### config.mk
export PLATFORM = sky130hd
export DESIGN_NAME = vga_timing_gen
export DESIGN_NICKNAME = d
export VERILOG_FILES = /design/src/rtl/vga_timing_gen.sv
export SDC_FILE = /design/constraint.sdc
export NUM_CORES = 1
export LEC_CHECK = 0
export CAP_MARGIN = 20
export CELL_PAD_IN_SITES_DETAIL_PLACEMENT = 0
export CELL_PAD_IN_SITES_GLOBAL_PLACEMENT = 1
export CORE_MARGIN = 1
export CORE_UTILIZATION = 37
export DETAILED_ROUTE_END_ITERATION = 10
export PLACE_DENSITY = 0.84
export SLEW_MARGIN = 30
export SYNTH_ARGS = -nofsm -noshare
export SYNTH_HDL_FRONTEND = slang
export SYNTH_SLANG_ARGS = --single-unit
### constraint.sdc
create_clock -name clk -period 3.1 [get_ports clk]
set_input_delay 0.31 -clock clk [delete_from_list [all_inputs] [get_ports clk]]
set_output_delay 0.31 -clock clk [all_outputs]
set_load 0.02 [all_outputs]
### src/rtl/vga_timing_gen.sv
// vga_timing_gen: parametrised VGA raster timing generator running off a divided pixel strobe
//   in : clk, reset (async, active-high), en (run enable)
//   out: pix_ce, pix_clk, x, y, hsync, vsync, blank_b, sync_b, line_start, frame_start, frame_cnt
module vga_timing_gen #(
   parameter int CLK_DIV  = 2,
   parameter int H_ACTIVE = 640,
   parameter int H_FP     = 16,
   parameter int H_SYNC   = 96,
   parameter int H_BP     = 48,
   parameter int V_ACTIVE = 480,
   parameter int V_FP     = 11,
   parameter int V_SYNC   = 2,
   parameter int V_BP     = 32,
   parameter int H_POL    = 0,
   parameter int V_POL    = 0,
   parameter int PIPE_DLY = 0,
   parameter int CW       = 10
) (
   input  logic          clk,
   input  logic          reset,
   input  logic          en,
   output logic          pix_ce,
   output logic          pix_clk,
   output logic [CW-1:0] x,
   output logic [CW-1:0] y,
   output logic          hsync,
   output logic          vsync,
   output logic          blank_b,
   output logic          sync_b,
   output logic          line_start,
   output logic          frame_start,
   output logic [15:0]   frame_cnt
);
   localparam int H_TOTAL = H_ACTIVE + H_FP + H_SYNC + H_BP;
   localparam int V_TOTAL = V_ACTIVE + V_FP + V_SYNC + V_BP;
   localparam int DW = (CLK_DIV > 1) ? $clog2(CLK_DIV) : 1;
   localparam logic [DW-1:0] DIV_LAST = DW'(CLK_DIV - 1);
   localparam logic [DW-1:0] DIV_HALF = DW'(CLK_DIV / 2);
   localparam logic [CW:0] H_ACT  = (CW+1)'(H_ACTIVE);
   localparam logic [CW:0] H_SS   = (CW+1)'(H_ACTIVE + H_FP);
   localparam logic [CW:0] H_SE   = (CW+1)'(H_ACTIVE + H_FP + H_SYNC);
   localparam logic [CW:0] H_LAST = (CW+1)'(H_TOTAL - 1);
   localparam logic [CW:0] V_ACT  = (CW+1)'(V_ACTIVE);
   localparam logic [CW:0] V_SS   = (CW+1)'(V_ACTIVE + V_FP);
   localparam logic [CW:0] V_SE   = (CW+1)'(V_ACTIVE + V_FP + V_SYNC);
   localparam logic [CW:0] V_LAST = (CW+1)'(V_TOTAL - 1);

   if (CLK_DIV < 1) begin : g_chk_div
      $error("CLK_DIV must be at least 1");
   end
   if (PIPE_DLY < 0 || PIPE_DLY > 7) begin : g_chk_dly
      $error("PIPE_DLY must be within 0..7");
   end
   if (H_TOTAL > 2**CW || V_TOTAL > 2**CW) begin : g_chk_cw
      $error("CW too narrow for the raster totals");
   end

   logic [DW-1:0] r_div;
   logic          r_pix_clk;
   logic [CW-1:0] r_x;
   logic [CW-1:0] r_y;
   logic [15:0]   r_frame_cnt;
   logic [DW-1:0] w_div_nx;
   logic          w_tick;
   logic          w_run;
   logic          w_x_wrap;
   logic          w_y_wrap;
   logic [CW:0]   w_xe;
   logic [CW:0]   w_ye;
   logic [2:0]    w_raw;
   logic [2:0]    w_dly;

   assign w_tick   = r_div == DIV_LAST;
   assign w_div_nx = w_tick ? '0 : r_div + 1'b1;
   // decode is forced inactive while idle or in reset so the direct path shows reset values
   assign w_run    = en & ~reset;
   assign w_xe     = {1'b0, r_x};
   assign w_ye     = {1'b0, r_y};
   assign w_x_wrap = w_xe == H_LAST;
   assign w_y_wrap = w_ye == V_LAST;

   always_ff @(posedge clk or posedge reset) begin
      if (reset) begin
         r_div     <= '0;
         r_pix_clk <= 1'b0;
      end else begin
         r_div     <= w_div_nx;
         // registered from the next divider value so pix_clk tracks div without lag
         r_pix_clk <= (CLK_DIV > 1) && (w_div_nx >= DIV_HALF);
      end
   end

   always_ff @(posedge clk or posedge reset) begin
      if (reset) begin
         r_x         <= '0;
         r_y         <= '0;
         r_frame_cnt <= '0;
      end else if (!en) begin
         r_x <= '0;
         r_y <= '0;
      end else if (w_tick) begin
         r_x <= w_x_wrap ? '0 : r_x + 1'b1;
         if (w_x_wrap) begin
            r_y <= w_y_wrap ? '0 : r_y + 1'b1;
            if (w_y_wrap) r_frame_cnt <= r_frame_cnt + 1'b1;
         end
      end
   end

   assign w_raw = {w_run & (w_xe < H_ACT) & (w_ye < V_ACT),
                   w_run & (w_xe >= H_SS) & (w_xe < H_SE),
                   w_run & (w_ye >= V_SS) & (w_ye < V_SE)};

   if (PIPE_DLY == 0) begin : g_direct
      assign w_dly = w_raw;
   end else begin : g_pipe
      logic [2:0] r_dly [PIPE_DLY];
      always_ff @(posedge clk or posedge reset) begin
         if (reset || !en) begin
            r_dly <= '{default: '0};
         end else if (w_tick) begin
            r_dly[0] <= w_raw;
            for (int i = 1; i < PIPE_DLY; i++) r_dly[i] <= r_dly[i-1];
         end
      end
      assign w_dly = r_dly[PIPE_DLY-1];
   end

   assign pix_ce      = w_tick & ~reset;
   assign pix_clk     = r_pix_clk;
   assign x           = r_x;
   assign y           = r_y;
   assign blank_b     = w_dly[2];
   assign hsync       = w_dly[1] ~^ 1'(H_POL);
   assign vsync       = w_dly[0] ~^ 1'(V_POL);
   assign sync_b      = 1'b0;
   assign line_start  = w_run & w_tick & (r_x == '0);
   assign frame_start = line_start & (r_y == '0);
   assign frame_cnt   = r_frame_cnt;
endmodule

==> metrics.log, run 1 <==
[metrics] run status: complete, no violations
[metrics] number of setup violations in the final report: 0
[metrics] Sequential cell area: 926 µm²
[metrics] most common flop cell mapped by yosys: sky130_fd_sc_hd__dfrtp_1
[metrics] final net count: about 270
[metrics] global-route congestion overflow total: 0
[metrics] leading cell types by total area after synthesis: sky130_fd_sc_hd__dfrtp_1, sky130_fd_sc_hd__xor2_1, sky130_fd_sc_hd__nor2_1
[metrics] pin count of the biggest net entering global routing: 38
[metrics] diodes inserted: 0
[metrics] number of buffers inserted during clock tree synthesis: 5
[metrics] Power, Total: 0.000904 W
[metrics] worst skew pair latency: ~0.29 ns
[metrics] die span in y: 75.5 µm
[metrics] commonest cells in the netlist: sky130_fd_sc_hd__dfrtp_1, sky130_fd_sc_hd__nor2_1, sky130_fd_sc_hd__xor2_1
[metrics] Total Routed Length: around 4400 µm
[metrics] clock slew at the register clock pins of the worst setup and hold paths: 0.08 ns
[metrics] Slew headroom: 54.3%
[metrics] drt initial violations: 62
[metrics] post-CTS setup buffer count: 0
[metrics] clk sinks: 37
[metrics] initial core utilization: 38.7%
[metrics] First-pass DRT Iterations: 4
[metrics] fill cell total of the finished layout: 477
[metrics] die area: 0.00571 mm²
[metrics] slew at the pin closest to its max-slew limit: 0.680 ns
[metrics] Hold Path Class: reg -> reg
[metrics] start-to-end type of the worst setup path: reg -> out
[metrics] area of the multi-input gates: 0.00100 mm²
[metrics] CP required: 2.79 ns
[metrics] # rows: 26
[metrics] overall via count from detail_route: 1625
[metrics] IO Port Bufs: 45
[metrics] standard cell core area: 0.00517 mm²
[metrics] endpoint class of the critical path: primary output
[metrics] Yosys reg bits: 37
[metrics] Fin Hold WS: 0.465 ns
[metrics] wire length of the first global-routing pass: about 7200 µm
[metrics] Non-Filler Instances: 329
[metrics] number of antenna violations at the first check in global routing: 0
[metrics] yosys warns: 0
[metrics] number of global-route vias before repair: 1509
[metrics] final hold vios: 0
[metrics] Final Max Slew Viols: 0
[metrics] via density per instance: 4.94
[metrics] post-synth top area cell: sky130_fd_sc_hd__dfrtp_1
[metrics] reported max-cap violation count: 0
[metrics] CTS-repair resized insts: 0
[metrics] cell count after placement: 321
[metrics] critical path arrival: 2.22 ns
[metrics] most common cell in the netlist: sky130_fd_sc_hd__dfrtp_1
[metrics] count of distinct cell types in the synthesized netlist: 40
[metrics] DP Wirelength: 3180 µm
[metrics] time the worst path needs with I/O delays and setup: 2.53 ns
[metrics] leakage power total: 1.14 nW
[metrics] proportion of synthesized chip area in sequential cells: 46.3%
[metrics] Cells after Synth: 209
[metrics] highest clock frequency the design can meet: 0.395 GHz
[metrics] highest fanout seen on the critical path: 6
[metrics] worst voltage drop across the vdd grid: 0.000167 V
[metrics] Clk Tree Root Cell: sky130_fd_sc_hd__clkbuf_8
[metrics] TritonCTS clock tree: done
[metrics] top-area cell type share of the netlist area: around 46%
[metrics] setup repair after global routing missed its margin: no
[metrics] cell area power density: 345 mW/mm²
[metrics] overall track demand over capacity in global routing: between 10% and 20%
[metrics] Place WS: around 0.6 ns
[metrics] cell area after technology mapping: 0.00200 mm²
[metrics] horizontal extent of the die: 75.5 µm
[metrics] wire length per cell after detailed routing: 13.4 µm
[metrics] clock skew: 0.00449 ns
[metrics] remaining antenna violation count after routing: 0
[metrics] Setup Total Neg Slack: 0 ns
[metrics] hold bufs inserted after CTS: 0
[metrics] category of the worst setup path launch point: flip-flop
[metrics] Post-Synthesis Net Count: 218
[metrics] placer congestion estimate: between 0.8 and 0.9
[metrics] total number of H-tree levels: 2
[metrics] number of remaining DRC errors: 0
[metrics] count of pins on the block boundary: 47
[metrics] Synth Area per Inst: around 9.6 µm²
[metrics] CTS Buffer Depth: 2
[metrics] share of synthesized registers carrying an async set or reset: 100%
[metrics] Synth-to-Final Area Change: 30.9%
[metrics] number of enable-type register cells in the synthesized netlist: 0
[metrics] share of the clock period used by the worst path: approximately four fifths
[metrics] post-route setup slack: between 0.5 and 0.6 ns
[metrics] ratio of cells with drive above 1 in the final layout: 6.95%
-- routing by layer --
layer  part of all wire [%]  global-route usage [%]
met1                     49                    23.3
met2                     46                    26.6
met3                    4.2                    3.57
met4                    1.2                    5.56
met5                      0                       0
-- through the flow --
stage	util [%]	instance area, µm²
6_report	50.6	2620
5_1_grt	50.6	2620
4_1_cts	50.6	2620
3_5_place_dp	48.9	2530
3_3_place_gp	48.9	2530
2_1_floorplan	-	2000
-- worst max-delay path, stage by stage (launching register included) --
cell,delay (ns)
sky130_fd_sc_hd__dfrtp_1,0.44
sky130_fd_sc_hd__inv_1,0.11
sky130_fd_sc_hd__ha_1,0.15
sky130_fd_sc_hd__nor4b_1,0.20
sky130_fd_sc_hd__and4b_1,0.27
sky130_fd_sc_hd__and3_1,0.17
sky130_fd_sc_hd__clkdlybuf4s50_1,0.60
-- worst paths after layout --
path,from,to,slack (ns),depth (start not counted)
setup / recovery,x[0],frame_start,0.57,6
hold / removal,frame_cnt[15],frame_cnt[15],0.46,1
setup reg to reg,y[4],frame_cnt[11],0.60,5
hold reg to reg,frame_cnt[15],frame_cnt[15],0.46,1
max in group asynchronous,reset,x[1],2.25,3
min in group asynchronous,reset,frame_cnt[9],0.52,3
-- layout by cell type (no fill, tap or decap), drive strengths merged, types with 2 or more instances in the layout --
master / count
clkdlybuf4s50: 45
dfrtp: 37
nor2: 28
xor2: 19
nand2: 15
nand4: 12
inv: 10
nor3: 9
nand3: 8
xnor2: 8
and3: 8
o21ai: 6
ha: 6
nand2b: 5
clkbuf: 5
a21oi: 4
or4: 3
buf: 3
clkinv: 3
or2: 2
nor4: 2
or3: 2
o31ai: 2
-- power by group --
part | total, W | leakage [nW] | internal (W) | switching, W
logic | 0.0000658 | 0.599 | 0.0000272 | 0.0000385
registers | 0.000495 | 0.495 | 0.000488 | 0.00000724
clock network | 0.000343 | 0.0481 | 0.000159 | 0.000184
total | 0.000904 | 1.14 | 0.000675 | 0.000229
-- registers in the layout (all words and copies together) (netlist names) --
| register | count |
|---|---|
| frame_cnt | 16 |
| r_div | 1 |
| x | 10 |
| y | 10 |
-- cells by family after synthesis --
kind of cell,share of synthesized area [%]
AOI/OAI and AO/OA,5.19
xor gates and xnor gates,11.8
other,0.187
buffers and inverters,3.56
and+or+nand+nor,28.1
DFF,46.3
muxes,1.06
adders and majority gates,3.75
-- final cells by class --
type / instances / share of cell area [%]
tap: 70 / 3.34
timing repair buffer: 48 / 18.1
multi-input combinational: 156 / 38.3
inverter: 10 / 1.43
clock inverter: 3 / 0.860
clock buffer: 5 / 2.63
sequential: 37 / 35.4
Power figures use the tool's default switching activity.
==> inputs of run 2 (changes only) <==
==> constraint.sdc (replaced) <==
create_clock -name clk -period 2.55 [get_ports clk]
set_input_delay 0.255 -clock clk [delete_from_list [all_inputs] [get_ports clk]]
set_output_delay 0.255 -clock clk [all_outputs]
set_load 0.02 [all_outputs]
==> metrics.log, run 2 (same netlist as run 1, synthesis figures left out) <==
[metrics] crit path capture: frame_cnt[15]
[metrics] hold bufs inserted after CTS: 0 (unchanged)
[metrics] standard cell core area: 0.00517 mm² (unchanged)
[metrics] part of the total power dissipated in sequential elements: 51.4% (-3.4 points)
[metrics] IO Port Bufs: 45 (unchanged)
[metrics] CP required: 2.77 ns (-0.02 ns)
[metrics] number of buffers inserted during clock tree synthesis: 5 (unchanged)
[metrics] critical path arrival: 2.63 ns (+0.41 ns)
[metrics] setup repair after global routing missed its margin: no
[metrics] worst voltage drop across the vdd grid: 0.000296 V (+77%)
[metrics] share of the clock period used by the worst path: 94.7%
[metrics] number of setup violations in the final report: 0 (unchanged)
[metrics] Synth-to-Final Area Change: 36.5%
[metrics] Hold Path Class: reg -> reg
[metrics] number of remaining DRC errors: 0 (unchanged)
[metrics] Clock power frac: 41.5% (+3.6 points)
[metrics] combinational cell fraction of total power: 7.1% (-0.2 points)
[metrics] First-pass DRT Iterations: 4 (unchanged)
[metrics] initial core utilization: 38.7% (unchanged)
[metrics] die area: 0.00571 mm² (unchanged)
[metrics] net switching fraction of the power: 22.2% (-3.2 points)
[metrics] DP Wirelength: 3360 µm (+5.5%)
[metrics] start-to-end type of the worst setup path: reg -> reg
[metrics] reported max-cap violation count: 0 (unchanged)
[metrics] wire length per cell after detailed routing: 13.6 µm (+1.4%)
[metrics] placer congestion estimate: 0.825 (-1.1%)
[metrics] area of the multi-input gates: 0.00100 mm² (unchanged)
[metrics] Crit Reg-Reg Startpoint: y[7]
[metrics] power spent charging and discharging nets: 0.000260 W (+13%)
[metrics] highest clock frequency the design can meet: 0.414 GHz
[metrics] design area: 0.00273 mm² (+4.3%)
[metrics] time the worst path needs with I/O delays and setup: approximately 2.4 ns
[metrics] total internal power: 0.000912 W (+35%)
[metrics] most frequent standard cell in the layout excluding fill and tap cells: sky130_fd_sc_hd__clkdlybuf4s50_1
[metrics] pin count of the biggest net entering global routing: 38 (unchanged)
[metrics] instance area after placement: 0.00263 mm² (+3.9%)
[metrics] register-to-register path setup slack: 0.13 ns (-0.47 ns)
[metrics] number of antenna violations at the first check in global routing: 0 (unchanged)
[metrics] final cell utilization of the core: 52.8% (+2.2 points)
[metrics] Final Max Slew Viols: 0 (unchanged)
[metrics] final net count: 280 (+4.9%)
[metrics] source of the critical timing path: y[7]
[metrics] Worst Reg2Reg Path Length in Cells: 5 (unchanged)
[metrics] commonest cells after routing, fill and taps aside: sky130_fd_sc_hd__clkdlybuf4s50_1, sky130_fd_sc_hd__dfrtp_1, sky130_fd_sc_hd__nor2_1
[metrics] ratio of cells with drive above 1 in the final layout: 11.1% (+4.1 points)
[metrics] total number of H-tree levels: 2 (unchanged)
[metrics] clk sinks: 37 (unchanged)
[metrics] capture point of the worst reg-to-reg path: frame_cnt[15]
[metrics] CTS Buffer Depth: 2 (unchanged)
[metrics] remaining antenna violation count after routing: 0 (unchanged)
[metrics] Clk Tree Root Cell: sky130_fd_sc_hd__clkbuf_8
[metrics] global-route congestion overflow total: 0 (unchanged)
[metrics] TritonCTS clock tree: done
[metrics] horizontal extent of the die: 75.5 µm (unchanged)
[metrics] cell count after placement: 334 (+4.0%)
[metrics] count of pins on the block boundary: 47 (unchanged)
[metrics] via density per instance: 4.98 (+0.87%)
[metrics] final hold vios: 0 (unchanged)
[metrics] clock skew: 0.00850 ns (+0.00401 ns)
[metrics] # rows: 26 (unchanged)
[metrics] highest fanout seen on the critical path: 7 (+1)
[metrics] Fin Hold WS: 0.464 ns (-0.00102 ns)
[metrics] Non-Filler Instances: 341 (+3.6%)
[metrics] overall track demand over capacity in global routing: 17.7% (+0.84 points)
[metrics] cell area power density: 429 mW/mm² (+24%)
[metrics] run status: complete, no violations
[metrics] clock slew at the register clock pins of the worst setup and hold paths: 0.07 ns (about the same)
[metrics] endpoint class of the critical path: flip-flop
[metrics] Total Routed Length: 4640 µm (+5.1%)
[metrics] leakage power total: 1.24 nW (+8.2%)
[metrics] Setup Total Neg Slack: 0 ns (unchanged)
[metrics] diodes inserted: 0 (unchanged)
[metrics] Sequential cell area: 926 µm² (unchanged)
[metrics] die span in y: 75.5 µm (unchanged)
[metrics] category of the worst setup path launch point: flip-flop
[metrics] wire length of the first global-routing pass: 7520 µm (+5.0%)
[metrics] post-CTS setup buffer count: 0 (unchanged)
[metrics] drt initial violations: 92 (+48%)
[metrics] fill cell total of the finished layout: 491 (+2.9%)
[metrics] worst skew pair latency: 0.29 ns (about the same)
[metrics] overall via count from detail_route: 1699 (+4.6%)
[metrics] number of global-route vias before repair: 1585 (+5.0%)
[metrics] max reg flops: 16 (unchanged)
run 2: cell types whose count changed in the layout (fill, tap and decap cells not counted), sizes merged:
| cell | previous run | this run |
|---|---|---|
| dlygate4sd2 | 0 | 1 |
| clkdlybuf4s50 | 45 | 43 |
| dlymetal6s2s | 0 | 1 |
| bufinv | 0 | 1 |
| clkinv | 3 | 1 |
| buf | 3 | 16 |
run 2: metal layers:
metal	GRT usage, %	part of all wire [%]	up-vias
met2	27.6	46	42
met5	0	0	-
li1	-	-	843
met3	3.70	4.5	5
met1	24.6	48	809
met4	6.17	1.1	0
run 2: how the worst min path moves through the flow:
| stage | start | endpoint | slack [ns] | cells past startpoint |
|---|---|---|---|---|
| final | frame_cnt[15] | frame_cnt[15] | 0.46 | 1 |
| after CTS | frame_cnt[15] | frame_cnt[15] | 0.47 | 1 |
| after global routing | frame_cnt[15] | frame_cnt[15] | 0.49 | 1 |
| after detailed placement | frame_cnt[15] | frame_cnt[15] | 0.46 | 1 |
| after global placement | frame_cnt[15] | frame_cnt[15] | 0.46 | 1 |
| after floorplan | en | x[0] | 0.38 | 1 |
run 2: timing repair:
action | CTS | global route
setup endpoints to repair | 1 | 1
pin swaps | 0 | 0
gates resized for setup | 1 | 1
run 2: critical path: stages, from the launching register on:
cell	delay (ns)
sky130_fd_sc_hd__dfrtp_1	0.38
sky130_fd_sc_hd__or4_4	0.55
sky130_fd_sc_hd__or4_4	0.44
sky130_fd_sc_hd__or4_4	0.62
sky130_fd_sc_hd__nor3_4	0.21
sky130_fd_sc_hd__xor2_1	0.15
run 2: metrics by stage:
step                      total power, W  worst slack (ns)
after floorplan                 0.000656            0.0159
after global placement          0.000698             0.167
after detailed placement        0.000699             0.145
after CTS                        0.00119             0.103
after global routing             0.00123           0.00646
final                            0.00117             0.135
run 2: layout make-up:
cell class / count / area share, %
multi-input cells: 156 / 36.8
flip-flops and latches: 37 / 33.9
repair buffers: 61 / 20.9
well taps: 70 / 3.21
clock buffers: 5 / 2.52
inverters: 10 / 1.37
clock inverters: 2 / 1.28
run 2: power by group through the flow:
stage          registers, W  logic (W)  clock network (W)
2_1_floorplan      0.000621  0.0000350                  0
3_3_place_gp       0.000613  0.0000848                  0
3_5_place_dp       0.000613  0.0000857                  0
4_1_cts            0.000602  0.0000851           0.000503
5_1_grt            0.000603  0.0000921           0.000532
6_report           0.000602  0.0000832           0.000487
